<file path="src/rtl/fifo_umbral_pkg.sv">
// rtl/fifo_umbral_pkg.sv - shared defaults and width helpers for fifo_umbral
//
// Purpose : default DATA_W / DEPTH for the threshold FIFO and the width of its
//           occupancy counter (log2(DEPTH)+1, so that count can reach DEPTH).
package fifo_umbral_pkg;

  localparam int DATA_W_DEF = 6;
  localparam int DEPTH_DEF  = 8;
  localparam int CNT_W_DEF  = $clog2(DEPTH_DEF) + 1;

  function automatic int cnt_width(input int depth);
    return $clog2(depth) + 1;
  endfunction

endpackage

</file>
<file path="src/rtl/fifo_umbral_ram_dp.sv">
// rtl/fifo_umbral_ram_dp.sv - dual-port storage for fifo_umbral
//
// Purpose : 2**AW x DATA_W memory, one synchronous write port and one
//           registered read port (read-before-write on address collision).
// Ports   : clk, reset     - clock, synchronous active-high reset (read reg only)
//           we/waddr/wdata - write port
//           re/raddr       - read request; rdata updates on the next edge
//           rdata          - registered read data, holds when re=0
module ram_dp #(
  parameter int DATA_W = 6,
  parameter int AW     = 3
) (
  input  logic              clk,
  input  logic              reset,
  input  logic              we,
  input  logic [AW-1:0]     waddr,
  input  logic [DATA_W-1:0] wdata,
  input  logic              re,
  input  logic [AW-1:0]     raddr,
  output logic [DATA_W-1:0] rdata
);

  logic [DATA_W-1:0] mem_q [2**AW];
  logic [DATA_W-1:0] rdata_q;

  // Memory contents are deliberately not reset.
  always_ff @(posedge clk) begin
    if (we) begin
      mem_q[waddr] <= wdata;
    end
  end

  always_ff @(posedge clk) begin
    if (reset) begin
      rdata_q <= '0;
    end else if (re) begin
      rdata_q <= mem_q[raddr];
    end
  end

  assign rdata = rdata_q;

endmodule

</file>
<file path="src/rtl/fifo_umbral.sv">
// rtl/fifo_umbral.sv - synchronous FIFO with programmable almost-full/almost-empty thresholds
//
// Purpose : single-clock FIFO, 1-cycle read latency, loadable thresholds,
//           overflow/underflow error flag.
// Macro   : FIFO_UMBRAL_ERR_STICKY_EN - when defined, error_out stays high from
//           the first overflow/underflow until reset; otherwise a 1-cycle pulse.
// Ports   : clk, reset (sync, active high)
//           wr_en/data_in             - write side
//           rd_en -> data_out/valid_out one cycle later
//           umbral_load, umbral_alto_in, umbral_bajo_in - threshold load
//           fifo_full, fifo_empty, almost_full, almost_empty, count, error_out
module fifo_umbral
  import fifo_umbral_pkg::*;
#(
  parameter int DATA_W = DATA_W_DEF,
  parameter int DEPTH  = DEPTH_DEF
) (
  input  logic                   clk,
  input  logic                   reset,
  input  logic                   wr_en,
  input  logic [DATA_W-1:0]      data_in,
  input  logic                   rd_en,
  input  logic                   umbral_load,
  input  logic [$clog2(DEPTH):0] umbral_alto_in,
  input  logic [$clog2(DEPTH):0] umbral_bajo_in,
  output logic [DATA_W-1:0]      data_out,
  output logic                   valid_out,
  output logic                   fifo_full,
  output logic                   fifo_empty,
  output logic                   almost_full,
  output logic                   almost_empty,
  output logic                   error_out,
  output logic [$clog2(DEPTH):0] count
);

  localparam int AW = $clog2(DEPTH);
  localparam int CW = cnt_width(DEPTH);

  logic [AW-1:0] wptr_q, wptr_d, rptr_q, rptr_d;
  logic [CW-1:0] count_q, count_d;
  logic [CW-1:0] alto_q, alto_d, bajo_q, bajo_d;
  logic          valid_q, err_q, err_d;
  logic          wr_acc, rd_acc, overflow, underflow, load_ok;

  assign fifo_full  = (count_q == CW'(DEPTH));
  assign fifo_empty = (count_q == '0);

  // A read is accepted only with data present; a write on a full FIFO is
  // accepted when a read frees the slot in the same cycle.
  assign rd_acc    = rd_en && !fifo_empty;
  assign wr_acc    = wr_en && (!fifo_full || rd_acc);
  assign overflow  = wr_en && fifo_full && !rd_acc;
  assign underflow = rd_en && fifo_empty;

  assign load_ok = umbral_load && (umbral_bajo_in < umbral_alto_in)
                   && (umbral_alto_in <= CW'(DEPTH));

  always_comb begin
    wptr_d  = wptr_q;
    rptr_d  = rptr_q;
    count_d = count_q;
    alto_d  = alto_q;
    bajo_d  = bajo_q;
    // DEPTH is a power of two, so pointer overflow is the modulo wrap.
    if (wr_acc) wptr_d = wptr_q + 1'b1;
    if (rd_acc) rptr_d = rptr_q + 1'b1;
    if (wr_acc && !rd_acc)      count_d = count_q + 1'b1;
    else if (!wr_acc && rd_acc) count_d = count_q - 1'b1;
    if (load_ok) begin
      alto_d = umbral_alto_in;
      bajo_d = umbral_bajo_in;
    end
`ifdef FIFO_UMBRAL_ERR_STICKY_EN
    err_d = err_q || overflow || underflow;
`else
    err_d = overflow || underflow;
`endif
  end

  always_ff @(posedge clk) begin
    if (reset) begin
      wptr_q  <= '0;
      rptr_q  <= '0;
      count_q <= '0;
      alto_q  <= CW'(DEPTH - 1);
      bajo_q  <= CW'(1);
      valid_q <= 1'b0;
      err_q   <= 1'b0;
    end else begin
      wptr_q  <= wptr_d;
      rptr_q  <= rptr_d;
      count_q <= count_d;
      alto_q  <= alto_d;
      bajo_q  <= bajo_d;
      valid_q <= rd_acc;
      err_q   <= err_d;
    end
  end

  ram_dp #(
    .DATA_W (DATA_W),
    .AW     (AW)
  ) u_ram (
    .clk   (clk),
    .reset (reset),
    .we    (wr_acc),
    .waddr (wptr_q),
    .wdata (data_in),
    .re    (rd_acc),
    .raddr (rptr_q),
    .rdata (data_out)
  );

  assign valid_out    = valid_q;
  assign error_out    = err_q;
  assign count        = count_q;
  assign almost_full  = (count_q >= alto_q);
  assign almost_empty = (count_q <= bajo_q);

endmodule
</file>
<file path="config.mk">
export PLATFORM = sky130hd
export DESIGN_NAME = fifo_umbral
export DESIGN_NICKNAME = d
export VERILOG_FILES = /design/src/rtl/fifo_umbral_pkg.sv /design/src/rtl/fifo_umbral_ram_dp.sv /design/src/rtl/fifo_umbral.sv
export SDC_FILE = /design/constraint.sdc
export NUM_CORES = 1
export LEC_CHECK = 0
export ABC_AREA = 1
export BUFFER_PORTS_ARGS = -buffer_cell sky130_fd_sc_hd__buf_2
export CORE_UTILIZATION = 25
export CTS_CLUSTER_DIAMETER = 60
export DETAILED_ROUTE_END_ITERATION = 6
export HOLD_SLACK_MARGIN = 0.12
export PLACE_DENSITY = 0.4
export SYNTH_ARGS = -nofsm -noshare
export SYNTH_HDL_FRONTEND = slang
export SYNTH_SLANG_ARGS = --single-unit
</file>
<file path="constraint.sdc">
create_clock -name clk -period 2.4 [get_ports clk]
set_clock_uncertainty 0.2 [all_clocks]
set_input_delay 0.12 -clock clk [delete_from_list [all_inputs] [get_ports clk]]
set_output_delay 0.12 -clock clk [all_outputs]
set_load 0.02 [all_outputs]
</file>
Yosys cells after proc, flatten, opt, wreduce, memory -nomap -nowiden --
Memory sizes are Yosys's and may differ from the RTL's. A register that Yosys moved wholly into a read port is not among the register bits. Index checks and enable logic that the tools add are counted.
Word-level totals: register bits 20, RAM bits 48, output and inout bits 16, logic and storage cells 38, memories kept 1
Operators by class: add/subtract/negate cells 4, $lt $le $gt $ge 4, eq/ne operators 1, muxes and demuxes 4, reductions and logical operators 17
Memories:
- u_ram.mem_q | depth 8, bits a word 6, read ports 1, clocked after Yosys merged registers in 1, wr ports 1, RTL line fifo_umbral_ram_dp.sv:23 | logic [DATA_W-1:0] mem_q [2**AW];
Operator list (count):
- 1-bit logical AND | 9
- 4-bit two-way mux | 2
- 3-bit by 1-bit adder with 3-bit output, second input constant | 2
- 4-bit by 1-bit adder with 4-bit output, second input constant | 1
- 4-bit == test, second input constant | 1
- 4-bit greater-or-equal comparator | 1
- 4-bit less-or-equal comparator | 1
- 4-bit less-or-equal comparator, second input constant | 1
- 1-bit zero test | 4
- 4-bit zero test | 1
- 4-bit less-than comparator | 1
- 4-bit by 1-bit subtractor with 4-bit output, second input constant | 1
- 1-bit logical OR | 2
- 1-bit two-way mux | 2
- 2-bit nonzero test | 1

Logic depth before layout (Yosys ltp) --
depth in word-level cells 9, mapped depth 14

Modules after synthesis --
From an unflattened synthesis, not the netlist that was laid out.
Second synthesis, totals: cells, all modules 398, area total of the unflattened synthesis 3582.2 um^2
By module, submodules not included:
- ram_dp | instances 1, cells each 233, area each 2347.3 um^2
- fifo_umbral | instances 1, cells each 165, area each 1234.9 um^2

Least setup slack after synthesis --
Ideal clock, no wire load.
kind reg2reg, start register count_q[3] (netlist: count[3]), end register count_q[3] (netlist: count[3]), arrival 2.193 ns, slack -0.109 ns, cell stages (with the launch flop) 14, buffers on the path 0, clock period less this slack 2.509 ns, path through dfxtp_1 -> inv_2 -> nor3_4 -> nand2_2 -> nand2_4 -> inv_4 -> ha_1 -> inv_1 -> ha_1 -> a21oi_1 -> nand2_1 -> xor2_1 -> nand2_1 -> a21oi_1
On the way: elaborated cells on any way between the ends 16, those cells by class add/sub: 2; eq/ne: 1; mux: 2; reduce/logical: 11
RTL lines:
- start, declared | RTL line fifo_umbral.sv:40 | logic [CW-1:0] count_q, count_d;
- start signal, assigned | RTL line fifo_umbral.sv:92 | count_q <= count_d;
- 4-bit == test (*) | RTL line fifo_umbral.sv:45 | assign fifo_full = (count_q == CW'(DEPTH));
- named net fifo_full | RTL line fifo_umbral.sv:28 | output logic fifo_full,
- 1-bit zero test (*) | RTL line fifo_umbral.sv:51 | assign wr_acc = wr_en && (!fifo_full || rd_acc);
- 1-bit logical OR (*) | RTL line fifo_umbral.sv:51
- 1-bit logical AND (*) | RTL line fifo_umbral.sv:51
- named net u_ram.we | RTL line fifo_umbral_ram_dp.sv:15 | input logic we,
- 1-bit zero test | RTL line fifo_umbral.sv:68 | else if (!wr_acc && rd_acc) count_d = count_q - 1'b1;
- 1-bit logical AND | RTL line fifo_umbral.sv:68
- 2-bit nonzero test (no source line)
The timed path passes the listed nets; every way through them passes the cells marked *. The select of a mux whose other input is x is not followed. A chain may end at the register's enable or synchronous reset.

Final worst setup path --
start register count_q[0] (netlist: count[0]), end register count_q[3] (netlist: count[3])
On the way: longest elaborated chain between the ends 8, elaborated cells on any way between the ends 16, those cells by class add/sub: 2; eq/ne: 1; mux: 2; reduce/logical: 11
RTL lines:
- 4-bit zero test | RTL line fifo_umbral.sv:46 | assign fifo_empty = (count_q == '0);
- 1-bit zero test | RTL line fifo_umbral.sv:50 | assign rd_acc = rd_en && !fifo_empty;
- 1-bit logical AND | RTL line fifo_umbral.sv:50
- 1-bit logical OR (*) | RTL line fifo_umbral.sv:51
- 1-bit logical AND (*) | RTL line fifo_umbral.sv:51
- named net u_ram.we | RTL line fifo_umbral_ram_dp.sv:15
- 1-bit zero test | RTL line fifo_umbral.sv:68
- 1-bit logical AND | RTL line fifo_umbral.sv:68
- 2-bit nonzero test (no source line)
Marks and branches as above.

==> metrics.txt <==
post-synthesis simple-gate area fraction=between 10% and 20%; most numerous cell in the Yosys netlist=nor2_1; die footprint=between 10,000 and 15,000 um^2; latest clock arrival within the worst-skew pair=0.33 ns; Arr. time, crit path=2.28 ns; Placed Cells incl. Taps=542; worst hold start=umbral_load; TritonCTS clock tree=done; via count=2,431; type of the worst setup path=register to register; worst rel slew slack=66.8%; max-cap violation count=0; Iteration-0 DRC Markers=158; I/O pin cnt=35; final wirelength=7570 um; Antenna Cells=0; Hold Slack=0.238 ns; net count of the mapped netlist=369; synth unique cells=31; CP startpoint=count[0]; post-synthesis mux area share=0%; cts bufs inserted=9; Peak VDD IR=0.333 mV; initial antenna violation count=0; main combinational cell family by area after synthesis=simple AND/OR/NAND/NOR gates; Final Cycle Share=92.4%; most frequent cells after synthesis=nor2_1 (59), nand2_1 (50), edfxtp_1 (48); Clock Tree Root=clkbuf_16; fin crit period=between 2 and 2.5 ns; GR Overflow Total=0; R2R setup slack=0.18 ns; Fin. Hold Viols=0; routability cong.=0.745; Critical Path RT=2.46 ns; Critical path buffers and inverters=3; post-route cell area=between 4000 and 5000 um^2; Syn Inst Count=333; Synth Register Bits=between 70 and 80; synthesis-to-finish area growth=29.4%; Overall Global Routing Usage=11.8%; CP max stage delay=~0.36 ns; Synth Flop Type=edfxtp_1; nature of the critical path startpoint=register; utilization after layout=about a third; synth top area cells=edfxtp_1 (43%), dfxtp_1 (16%), nor2_1 (6.6%); CP delay by family, top=simple AND/OR/NAND/NOR gates; layout cell share with drive strength beyond 1=20.1%; leakage=1.78 nW; CP max stage cell=dfxtp_4; crit-path max FO=5; remaining antenna violation count=0; placement row count=41; worst-path cell chain=inv_4 -> nand2_4 -> nor3_4 -> nand2_2 -> nand2_4 -> inv_4 -> ha_1 -> inv_2 -> ha_4 -> a21oi_2 -> nand2_1 -> xor2_1 -> nand2_1 -> a21oi_1; drc violations=0; RSZ-0062 raised after global routing=no; Synth Warn #=0; Setup Fix Bufs, Post-CTS=0; Syn Std Cell Area=3340 um^2; Post-synth EDFFs=48; sequential fraction of the synthesis area=58.8%; Power Density=around 1000 nW/um^2; drt pass-1 iters=4; Via density=4.19; largest net degree at the start of global routing=27; Setup violations, final=0; Pins Over Slew Limit=0; Slew @ Worst Pin=0.498 ns; worst slack, placed=0.0848 ns; global-route wire length before repair=12,200 um; syn avg cell area=between 10 and 15 um^2; DR WL/cell=13.0 um; Adder-Cell Fraction of Synth Area=6.60%; Synth area leader=edfxtp_1; Die W=118 um; core area=12,800 um^2; Crit. End Element=register; Synth top area share=43.2%; Starting Density=26.0%; CTS Buffer Depth=2; die height=118 um; filler-free cell count of the finished design=580; setup slack after layout=0.183 ns; status=completed; reg2reg start=count[0]; IO Port Bufs=34; clk sinks=74; Compound-Gate Fraction of Synth Area=9.64%; vias in the first global route=2,282; CTS H-tree lvls=3; placed cell areas=3760 um^2; XOR/XNOR share of the synthesized area=1.05%; Final nets=439; Worst Hold Class=primary input to register; Setup TNS=0 ns; HPWL Detailed=5220 um; CTS clk-pin slew, worst paths=0.05 ns; Power Total=4.38 mW; ys async rst share=0%; achievable frequency=0.451 GHz
-- flip-flops by register name, indices dropped and copies added (netlist names) --
| name | cells |
|---|---|
| u_ram.mem_q | 48 |
| u_ram.rdata | 6 |
| alto_q | 4 |
| bajo_q | 4 |
| count | 4 |
| rptr_q | 3 |
| wptr_q | 3 |
| error_out | 1 |
| valid_out | 1 |
-- metal layers --
layer	part of all wire (%)	track usage, %	wire length (um)	up-vias
met5	0	0	0	-
met4	2.3	7.21	172	0
met3	2.7	2.57	201	14
li1	-	-	-	1270
met2	43	17.3	3290	40
met1	52	15.7	3910	1107
-- power by group --
| group | leakage [nW] | internal (mW) | switching, mW |
|---|---|---|---|
| sequential | 0.651 | 1.49 | 0.109 |
| clock | 0.150 | 0.910 | 0.513 |
| combinational | 0.979 | 0.495 | 0.854 |
| total | 1.78 | 2.90 | 1.48 |
-- cell families after synthesis --
family	Yosys count
XOR/XNOR	4
buffers and inverters	41
adder cells (fa/ha/maj)	17
flip-flops	74
AO/OA/AOI/OAI	57
AND/OR/NAND/NOR	140
-- layout by cell type (no fill, tap or decap), types with 3 or more instances in the layout --
| cell type | instances |
|---|---|
| o211ai_1 | 13 |
| dfxtp_1 | 23 |
| o21ai_0 | 29 |
| buf_2 | 34 |
| ha_1 | 15 |
| nand3_1 | 17 |
| nand2_1 | 50 |
| dlygate4sd3_1 | 22 |
| xor2_1 | 3 |
| inv_1 | 25 |
| nand2_2 | 3 |
| o21ai_1 | 3 |
| nor2_1 | 59 |
| edfxtp_1 | 48 |
| clkbuf_16 | 9 |
| buf_4 | 13 |
| inv_2 | 4 |
| a21oi_1 | 10 |
-- timing repair --
item,in CTS,in global routing
endpoints found under the hold margin,71,0
hold buffers,22,0
gates resized for setup,0,3
endpoints found under the setup margin,0,1
-- path summary, 6_finish.rpt --
path                                        to  depth (start not counted)
worst max register to register        count[3]                         14
worst min-delay path                 alto_q[0]                          4
worst max-delay path                  count[3]                         14
worst min register to register  u_ram.rdata[0]                          2
-- area by class of cell --
type	count	area (um^2)
sequential	74	1970
clock inverter	5	81.3
timing repair buffer	69	488
inverter	31	121
tap	172	215
clock buffer	11	233
fill	1331	8510
multi-input combinational	218	1210
-- worst reg2reg max path, delay by kind of cell, from the launching register on --
| kind | cells | cell delay [ns] |
|---|---|---|
| DFF | 1 | 0.36 |
| AOI/OAI and AO/OA | 2 | 0.24 |
| buffers and inverters | 3 | 0.22 |
| and+or+nand+nor | 6 | 0.59 |
| adders and majority gates | 2 | 0.42 |
| xor gates and xnor gates | 1 | 0.12 |
No activity file was read; power rests on OpenSTA's default activity.
